<file path="config.mk">
export PLATFORM = sky130hd
export DESIGN_NAME = c5_timer_gpio
export DESIGN_NICKNAME = d
export VERILOG_FILES = /design/src/rtl/c5_timer_gpio.sv
export SDC_FILE = /design/constraint.sdc
export NUM_CORES = 1
export LEC_CHECK = 0
export ABC_AREA = 1
export CELL_PAD_IN_SITES_DETAIL_PLACEMENT = 1
export CELL_PAD_IN_SITES_GLOBAL_PLACEMENT = 2
export CORE_MARGIN = 2
export CORE_UTILIZATION = 29
export CTS_CLUSTER_SIZE = 20
export DETAILED_ROUTE_END_ITERATION = 10
export GPL_TIMING_DRIVEN = 0
export PLACE_DENSITY_LB_ADDON = 0.05
export SETUP_SLACK_MARGIN = 0.1
export SYNTH_ARGS = -nofsm -noshare
export SYNTH_HDL_FRONTEND = slang
export SYNTH_SLANG_ARGS = --single-unit
</file>
<file path="constraint.sdc">
create_clock -name I_clk -period 2.3 [get_ports I_clk]
set_input_delay 0.69 -clock I_clk [delete_from_list [all_inputs] [get_ports I_clk]]
set_output_delay 0.69 -clock I_clk [all_outputs]
set_load 0.05 [all_outputs]
</file>
<file path="src/rtl/c5_timer_gpio.sv">
// GPIO output/input registers and a prescaled 32-bit compare timer on the c5_cpu data bus.
// Reads take two cycles (pause, then registered data); writes complete in one.
module c5_timer_gpio #(
   parameter int unsigned PRESCALE = 1,
   parameter int unsigned GPIO_W   = 32,
   parameter logic [31:0] GPIO_RST = '0
) (
   input  logic              I_clk,
   input  logic              I_rst,
   input  logic              I_sel,
   input  logic [29:0]       I_address,
   input  logic [3:0]        I_byte_we,
   input  logic [31:0]       I_data_w,
   output logic [31:0]       O_data_r,
   output logic              O_mem_pause,
   input  logic [GPIO_W-1:0] I_gpio,
   output logic [GPIO_W-1:0] IO_gpio,
   output logic              O_led,
   output logic              O_intr
);

   typedef enum logic [2:0] {
      REG_GPIO_OUT = 3'd0,
      REG_GPIO_IN  = 3'd1,
      REG_CNT      = 3'd2,
      REG_CMP      = 3'd3,
      REG_CTRL     = 3'd4,
      REG_STATUS   = 3'd5,
      REG_RSVD6    = 3'd6,
      REG_RSVD7    = 3'd7
   } reg_e;

   localparam int unsigned   PW      = (PRESCALE > 1) ? $clog2(PRESCALE) : 1;
   localparam logic [PW-1:0] PRE_MAX = PW'(PRESCALE - 1);

   function automatic logic [31:0] byte_merge(input logic [31:0] old_v,
                                              input logic [31:0] new_v,
                                              input logic [3:0]  be);
      logic [31:0] r;
      r = old_v;
      for (int unsigned i = 0; i < 4; i++) begin
         if (be[i]) r[8*i +: 8] = new_v[8*i +: 8];
      end
      return r;
   endfunction

   logic [GPIO_W-1:0] gpio_q, gpio_d;
   logic [GPIO_W-1:0] sync1_q, sync1_d, sync2_q, sync2_d;
   logic [31:0]       cnt_q, cnt_d, cmp_q, cmp_d, data_r_q, data_r_d;
   logic [2:0]        ctrl_q, ctrl_d;
   logic              match_q, match_d, rd_pend_q, rd_pend_d;
   logic [PW-1:0]     presc_q, presc_d;

   reg_e        reg_sel;
   logic        wr_en, rd_start, tick, match_hit;
   logic [31:0] rd_val, gpio_ext, sync_ext;
   logic        unused_addr;

   assign unused_addr = ^I_address[29:3];

   always_comb begin
      reg_sel  = reg_e'(I_address[2:0]);
      wr_en    = I_sel & (|I_byte_we);
      rd_start = I_sel & ~(|I_byte_we) & ~rd_pend_q;
      tick     = ctrl_q[0] & (presc_q == PRE_MAX);
      gpio_ext = '0;
      gpio_ext[GPIO_W-1:0] = gpio_q;
      sync_ext = '0;
      sync_ext[GPIO_W-1:0] = sync2_q;
   end

   always_comb begin
      rd_val = '0;
      case (reg_sel)
         REG_GPIO_OUT: rd_val = gpio_ext;
         REG_GPIO_IN:  rd_val = sync_ext;
         REG_CNT:      rd_val = cnt_q;
         REG_CMP:      rd_val = cmp_q;
         REG_CTRL:     rd_val = {29'd0, ctrl_q};
         REG_STATUS:   rd_val = {31'd0, match_q};
         default:      rd_val = '0;
      endcase
   end

   always_comb begin
      gpio_d    = gpio_q;
      cmp_d     = cmp_q;
      ctrl_d    = ctrl_q;
      sync1_d   = I_gpio;
      sync2_d   = sync1_q;
      data_r_d  = rd_start ? rd_val : data_r_q;
      rd_pend_d = rd_start;
      presc_d   = (!ctrl_q[0] || tick) ? '0 : presc_q + 1'b1;
      if (wr_en) begin
         case (reg_sel)
            REG_GPIO_OUT: gpio_d = GPIO_W'(byte_merge(gpio_ext, I_data_w, I_byte_we));
            REG_CMP:      cmp_d  = byte_merge(cmp_q, I_data_w, I_byte_we);
            REG_CTRL:     ctrl_d = 3'(byte_merge({29'd0, ctrl_q}, I_data_w, I_byte_we));
            default:      ;
         endcase
      end
   end

   // A CPU write to CNT swallows a coincident tick, including its compare.
   always_comb begin
      cnt_d     = cnt_q;
      match_hit = 1'b0;
      if (wr_en && reg_sel == REG_CNT) begin
         cnt_d = byte_merge(cnt_q, I_data_w, I_byte_we);
      end else if (tick) begin
         match_hit = (cnt_q == cmp_q);
         cnt_d     = (match_hit && ctrl_q[2]) ? '0 : cnt_q + 32'd1;
      end
      match_d = match_q;
      if (wr_en && reg_sel == REG_STATUS && I_byte_we[0] && I_data_w[0]) match_d = 1'b0;
      if (match_hit) match_d = 1'b1;
   end

   always_ff @(posedge I_clk) begin
      if (I_rst) begin
         gpio_q    <= GPIO_W'(GPIO_RST);
         sync1_q   <= '0;
         sync2_q   <= '0;
         cnt_q     <= '0;
         cmp_q     <= '1;
         ctrl_q    <= '0;
         match_q   <= 1'b0;
         presc_q   <= '0;
         data_r_q  <= '0;
         rd_pend_q <= 1'b0;
      end else begin
         gpio_q    <= gpio_d;
         sync1_q   <= sync1_d;
         sync2_q   <= sync2_d;
         cnt_q     <= cnt_d;
         cmp_q     <= cmp_d;
         ctrl_q    <= ctrl_d;
         match_q   <= match_d;
         presc_q   <= presc_d;
         data_r_q  <= data_r_d;
         rd_pend_q <= rd_pend_d;
      end
   end

   assign O_data_r    = data_r_q;
   assign O_mem_pause = rd_start & ~I_rst;
   assign IO_gpio     = gpio_q;
   assign O_led       = gpio_q[0];
   assign O_intr      = match_q & ctrl_q[1];

endmodule

</file>
Yosys cells after proc, flatten, opt, wreduce, memory -nomap -nowiden
Cells that the tools add are included.
{"block": "word_totals", "regBits": 198, "output_inout_bits": 67, "elab_cells": 78}
{"block": "classes", "add_sub_neg": 2, "eq_ne": 10, "muxes": 12, "bitwise_logic": 10, "n_reduce_logical": 25}
{"operator": "one-hot mux 32 bit (6 select lines)", "n": 1}
{"operator": "2-to-1 mux 32 bit", "n": 3}
{"operator": "adder 32 x 1 -> 32 bit, second input constant", "n": 1}
{"operator": "equality test 32 bit", "n": 1}
{"operator": "2-to-1 mux 8 bit", "n": 4}
{"operator": "AND reduction 3 bit", "n": 9}
{"operator": "inequality test 2 bit, second input constant", "n": 4}
{"operator": "AND reduction 2 bit", "n": 4}
{"operator": "bitwise AND 1 bit", "n": 6}
{"operator": "equality test 3 x 2 -> 1 bit, second input constant", "n": 2}
{"operator": "equality test 3 bit, second input constant", "n": 2}
{"operator": "logical AND 1 bit", "n": 5}
{"operator": "2-to-1 mux 1 bit", "n": 4}
{"operator": "inverter 1 bit", "n": 4}
{"operator": "nonzero test 2 bit", "n": 2}
{"operator": "OR reduction 4 bit", "n": 1}
{"operator": "equality test 3 x 1 -> 1 bit, second input constant", "n": 1}
{"operator": "zero test 3 bit", "n": 1}
{"operator": "OR reduction 2 bit", "n": 1}
{"operator": "adder 1 bit, second input constant", "n": 1}
{"operator": "zero test 1 bit", "n": 1}
{"operator": "logical OR 1 bit", "n": 1}

Logic depth before layout (Yosys ltp)
{"block": "logic_depth", "depth_word": 7, "depth_mapped": 13, "mapped_depth_nobuf": 12}

Least setup slack after synthesis
OpenSTA, ideal clock, no wires.
{"block": "synth_path", "path_type": "input port to output port", "from": "input port I_byte_we[3]", "to": "output port O_mem_pause", "arrival_ns": 2.069, "slack_ns": -0.459, "stages": 6, "n_path_buf": 1, "cell_sequence": "nor2_1 > nand2_1 > nor3_2 > inv_2 > clkbuf_1 > nor2_1"}
{"block": "synth_between", "elab_chain_cells": 5}
{"item": "from (decl)", "line_no": "12", "source": "input logic [3:0] I_byte_we,"}
{"item": "OR reduction 4 bit", "line_no": "64", "source": "rd_start = I_sel & ~(|I_byte_we) & ~rd_pend_q;"}
{"item": "inverter 1 bit", "line_no": "64"}
{"item": "bitwise AND 1 bit (2 in a row)", "line_no": "64"}
{"item": "bitwise AND 1 bit", "line_no": "146", "source": "assign O_mem_pause = rd_start & ~I_rst;"}
{"item": "to (decl)", "line_no": "15", "source": "output logic O_mem_pause,"}
Every way passes these cells.

Final worst setup path
Same ends and word-level chain as after synthesis.

==> key figures <==
Status
  • Outcome: finished with violations
  • Violated checks: setup timing

Timing
  • Clock skew: roughly 0.012 ns
  • Worst setup margin: -0.03783 ns
  • Min Tclk post-route: ~2.3 ns
  • FMAX: between 0.4 and 0.5 GHz
  • Tcrit/Tclk final: 101.6%
  • RSZ-0062 raised after global routing: yes
  • Final Max Tran Viols: 0
  • Final Hold Fails: 0
  • Setup violations, final: 1
  • Final hold slack: roughly 0.40 ns
  • Max-slew headroom: 50.00%
  • Tightest Pin Transition: roughly 0.75 ns

Setup path
  • Arrival time worst endpoint: between 1.5 and 2 ns
  • Slowest stage delay, CP: around 0.21 ns
  • Critical Path Fanout Max: 3
  • Crit path max-delay cell type: nor3_4
  • Crit path buf inv count: 4
  • Reg-to-reg critical path startpoint: cnt_q[0]
  • Startpoint Class: input port
  • Worst r2r dst: cnt_q[17]
  • Kind of critical path: in -> out
  • Reg-to-reg setup timing slack: 0.23 ns
  • CP Capture Type: primary output
  • Delay-heaviest family, CP: buffers and inverters
  • Reg2Reg Depth: 7
  • Sequence of cells on the critical path: buf_4 > nor2_4 > nand2_4 > nor3_4 > inv_2 > buf_8 > nor2_4 > buf_8
  • Worst endpoint required time: between 1.5 and 2 ns

Drt
  • Met1 Wirelength: 19.24 mm
  • DR WL met3: roughly 1.3 mm
  • Met2 wire len: 16.97 mm
  • First-pass iteration count of the detailed router: 5
  • Iter 0 DRT Violations: just under 500
  • Vias per cell: ~4.7
  • DR WL/cell: ~20 um
  • DRC: 0
  • Highest Signal Layer: met5
  • Routed wire length: between 30 and 40 mm
  • Vias: ~9,000
  • Antenna Violating Nets Remaining: 0

Die
  • Initial core utilization: roughly 29%
  • Overall die height: 181.8 um
  • Die Footprint: 33,040 um^2
  • Die outline width: about 180 um
  • Core area: 31,310 um^2
  • Num rows: 65
  • Io pins: between 150 and 200

Global routing
  • Grt total ovfl: 0
  • Initial antenna violation count: 2
  • Gr usage total: 23.41%
  • Largest net degree at the start of global routing: 19
  • First-pass GRT wire length: 57.46 mm
  • Vias in the first global route: roughly 8,900

Power
  • Max IR drop VDD: about 430 uV
  • Leakage power: approximately 5.5 nW
  • Pwr Density: around 630 nW/um^2

Synth
  • EDFF count, synth: 0
  • Largest family of logic cells by synthesized area: simple AND/OR/NAND/NOR gates
  • Syn nets: ~1,400
  • Adder-Cell Fraction of Synth Area: 0.1365%
  • Synth cell types: 38
  • Async set or reset register ratio after synthesis: 0%
  • Mux cell area share after synthesis: 0%
  • Post-synthesis compound-gate area fraction: ~18%
  • Xor/xnor share of the synthesized area: 3.631%
  • Main synth FF type: dfxtp_1
  • Simple-Gate Fraction of Synth Area: between 20% and 30%
  • Synth Register Bits: 198
  • Syn avg cell area: ~7.0 um^2
  • Mapped cell area: around 9200 um^2
  • Yosys Warn Count: 0
  • Register area share after synthesis: 43.25%
  • Syn Inst Count: around 1,300

Placement
  • DP HPWL: 30.65 mm
  • Dpl cells: roughly 1,800
  • GP Congestion: roughly 0.84
  • Port buffer count: 140

Final layout
  • Fillers: 3,912
  • Nets: ~1,600
  • Share of cells above drive strength 1: 9.079%
  • Final Non-Filler Cells: 1,890
  • P&R area growth vs syn: 28.98%

CTS
  • CTS Sinks: approximately 200
  • Total CTS buffers: 17
  • Root Driver: clkbuf_16
  • CTS clk-pin slew, worst paths: 0.07 ns
  • TritonCTS clock tree: built
  • Clk Latency, worst-skew pair: around 0.45 ns
  • H-tree Lvls: 4
  • Max Buffers Root-to-Sink: 2

Worst hold path
  • Hold crit path type: reg -> reg
  • Hold path endpoint: sync2_q[9]
  • Hold Path Origin: sync1_q[9]
  • Hold Path Cell Cnt: 2

Flow run
  • Maxcap violations: 0
[synthesized netlist by cell type (2+ instances only)]
master / count / area [um^2]
nand2_1: 238 / 893.4
xnor2_1: 19 / 166.4
o22ai_1: 27 / 168.9
o21ai_1: 3 / 15.01
a22o_1: 17 / 148.9
clkbuf_2: 3 / 15.01
nor2_2: 10 / 62.56
nand3_1: 81 / 405.4
nand2_2: 4 / 25.02
nor2_1: 168 / 630.6
inv_2: 4 / 15.01
a22oi_1: 27 / 202.7
buf_1: 5 / 18.77
nor3_1: 3 / 15.01
o21ai_0: 112 / 560.5
dfxtp_1: 198 / 3964
o2111ai_1: 3 / 26.28
nand3_2: 3 / 30.03
inv_1: 174 / 653.1
nor3_2: 2 / 20.02
xor2_1: 19 / 166.4
nand2_4: 2 / 22.52
buf_2: 23 / 115.1
buf_6: 2 / 22.52
clkbuf_1: 30 / 112.6
a21oi_1: 106 / 530.5
buf_4: 5 / 37.54
nand4_1: 5 / 31.28
[routing by layer]
| layer | up-vias | GRT usage, % |
|---|---|---|
| met4 | 2 | 5.203 |
| met2 | 157 | 36.46 |
| met5 | - | 0 |
| li1 | 4538 | - |
| met3 | 29 | 3.169 |
| met1 | 4242 | 34.30 |
[where the power goes]
part           internal (W)  switching [W]  total, W
combinational      0.000285       0.000468  0.000753
sequential          0.00353      0.0000695   0.00359
clock               0.00159        0.00151   0.00310
total               0.00540        0.00204   0.00744
[cells by family after synthesis]
family | after synthesis
XOR/XNOR | 38
AND/OR/NAND/NOR | 520
buffers and inverters | 247
AO/OA/AOI/OAI | 298
other | 1
adder cells (fa/ha/maj) | 1
flip-flops | 198
[state kept, by name, summed over array words and instances (netlist names)]
register and count:
IO_gpio 32, O_data_r 32, cmp_q 32, cnt_q 32, ctrl_q 3, match_q 1
presc_q 1, rd_pend_q 1, sync1_q 32, sync2_q 32
[metrics by stage]
stage / TNS, ns / utilization [%] / area, um^2 / worst slack, ns / power [W]
5_1_grt: -0.09136 / 37.75 / 11820 / -0.09136 / 0.007740
3_5_place_dp: -66.12 / 35.48 / 11110 / -1.495 / 0.004415
6_report: -0.03783 / 37.75 / 11820 / -0.03783 / 0.007445
3_3_place_gp: -67.52 / 35.48 / 11110 / -1.528 / 0.004409
2_1_floorplan: -0.02881 / - / 9206 / -0.02881 / 0.004028
4_1_cts: -0.1092 / 37.26 / 11670 / -0.1092 / 0.007487
[how the worst max path moves through the flow]
stage	slack [ns]	cells past startpoint	endpoint	start
after global routing	-0.09	8	O_mem_pause	I_byte_we[0]
after detailed placement	-1.49	8	O_mem_pause	I_byte_we[0]
after global placement	-1.53	8	O_mem_pause	I_byte_we[0]
after floorplan	-0.03	6	O_mem_pause	I_byte_we[1]
after CTS	-0.11	7	O_mem_pause	I_sel
final	-0.04	8	O_mem_pause	I_byte_we[3]
[cells in the final DEF (no fill, tap or decap), types with 21 or more instances in the layout]
cell type	n
nand2_1	235
dfxtp_1	198
inv_1	173
nor2_1	165
o21ai_0	112
a21oi_1	106
nand3_1	81
clkdlybuf4s50_1	65
dlygate4sd2_1	64
o22ai_1	26
a22oi_1	26
clkbuf_1	21
[cell type report]
| cell class | count | area (um^2) | share of cell area [%] |
|---|---|---|---|
| flip-flops and latches | 198 | 3964 | 33.53 |
| clock buffers | 19 | 452.9 | 3.832 |
| inverters | 179 | 671.9 | 5.684 |
| multi-input cells | 858 | 4278 | 36.19 |
| repair buffers | 152 | 1431 | 12.11 |
| clock inverters | 13 | 136.4 | 1.154 |
| well taps | 402 | 503.0 | 4.255 |
| plain buffers | 68 | 381.6 | 3.228 |
| diodes | 1 | 2.502 | 0.02117 |
[worst reg2reg max path, stage by stage, from the launching register on]
cell and delay (ns):
dfxtp_1 0.40, inv_1 0.18, nor2_1 0.29, nand2_1 0.23, nor3_1 0.44, xor2_1 0.21, nand3_1 0.13, a21oi_1 0.14
[timing repair]
action	in CTS	in global routing
pin swaps	1	8
gates resized for setup	115	39
setup buffers	3	9
hold buffers	0	0
endpoints found under the setup margin	152	91
Note: power is estimated with default switching activity, not from simulation.
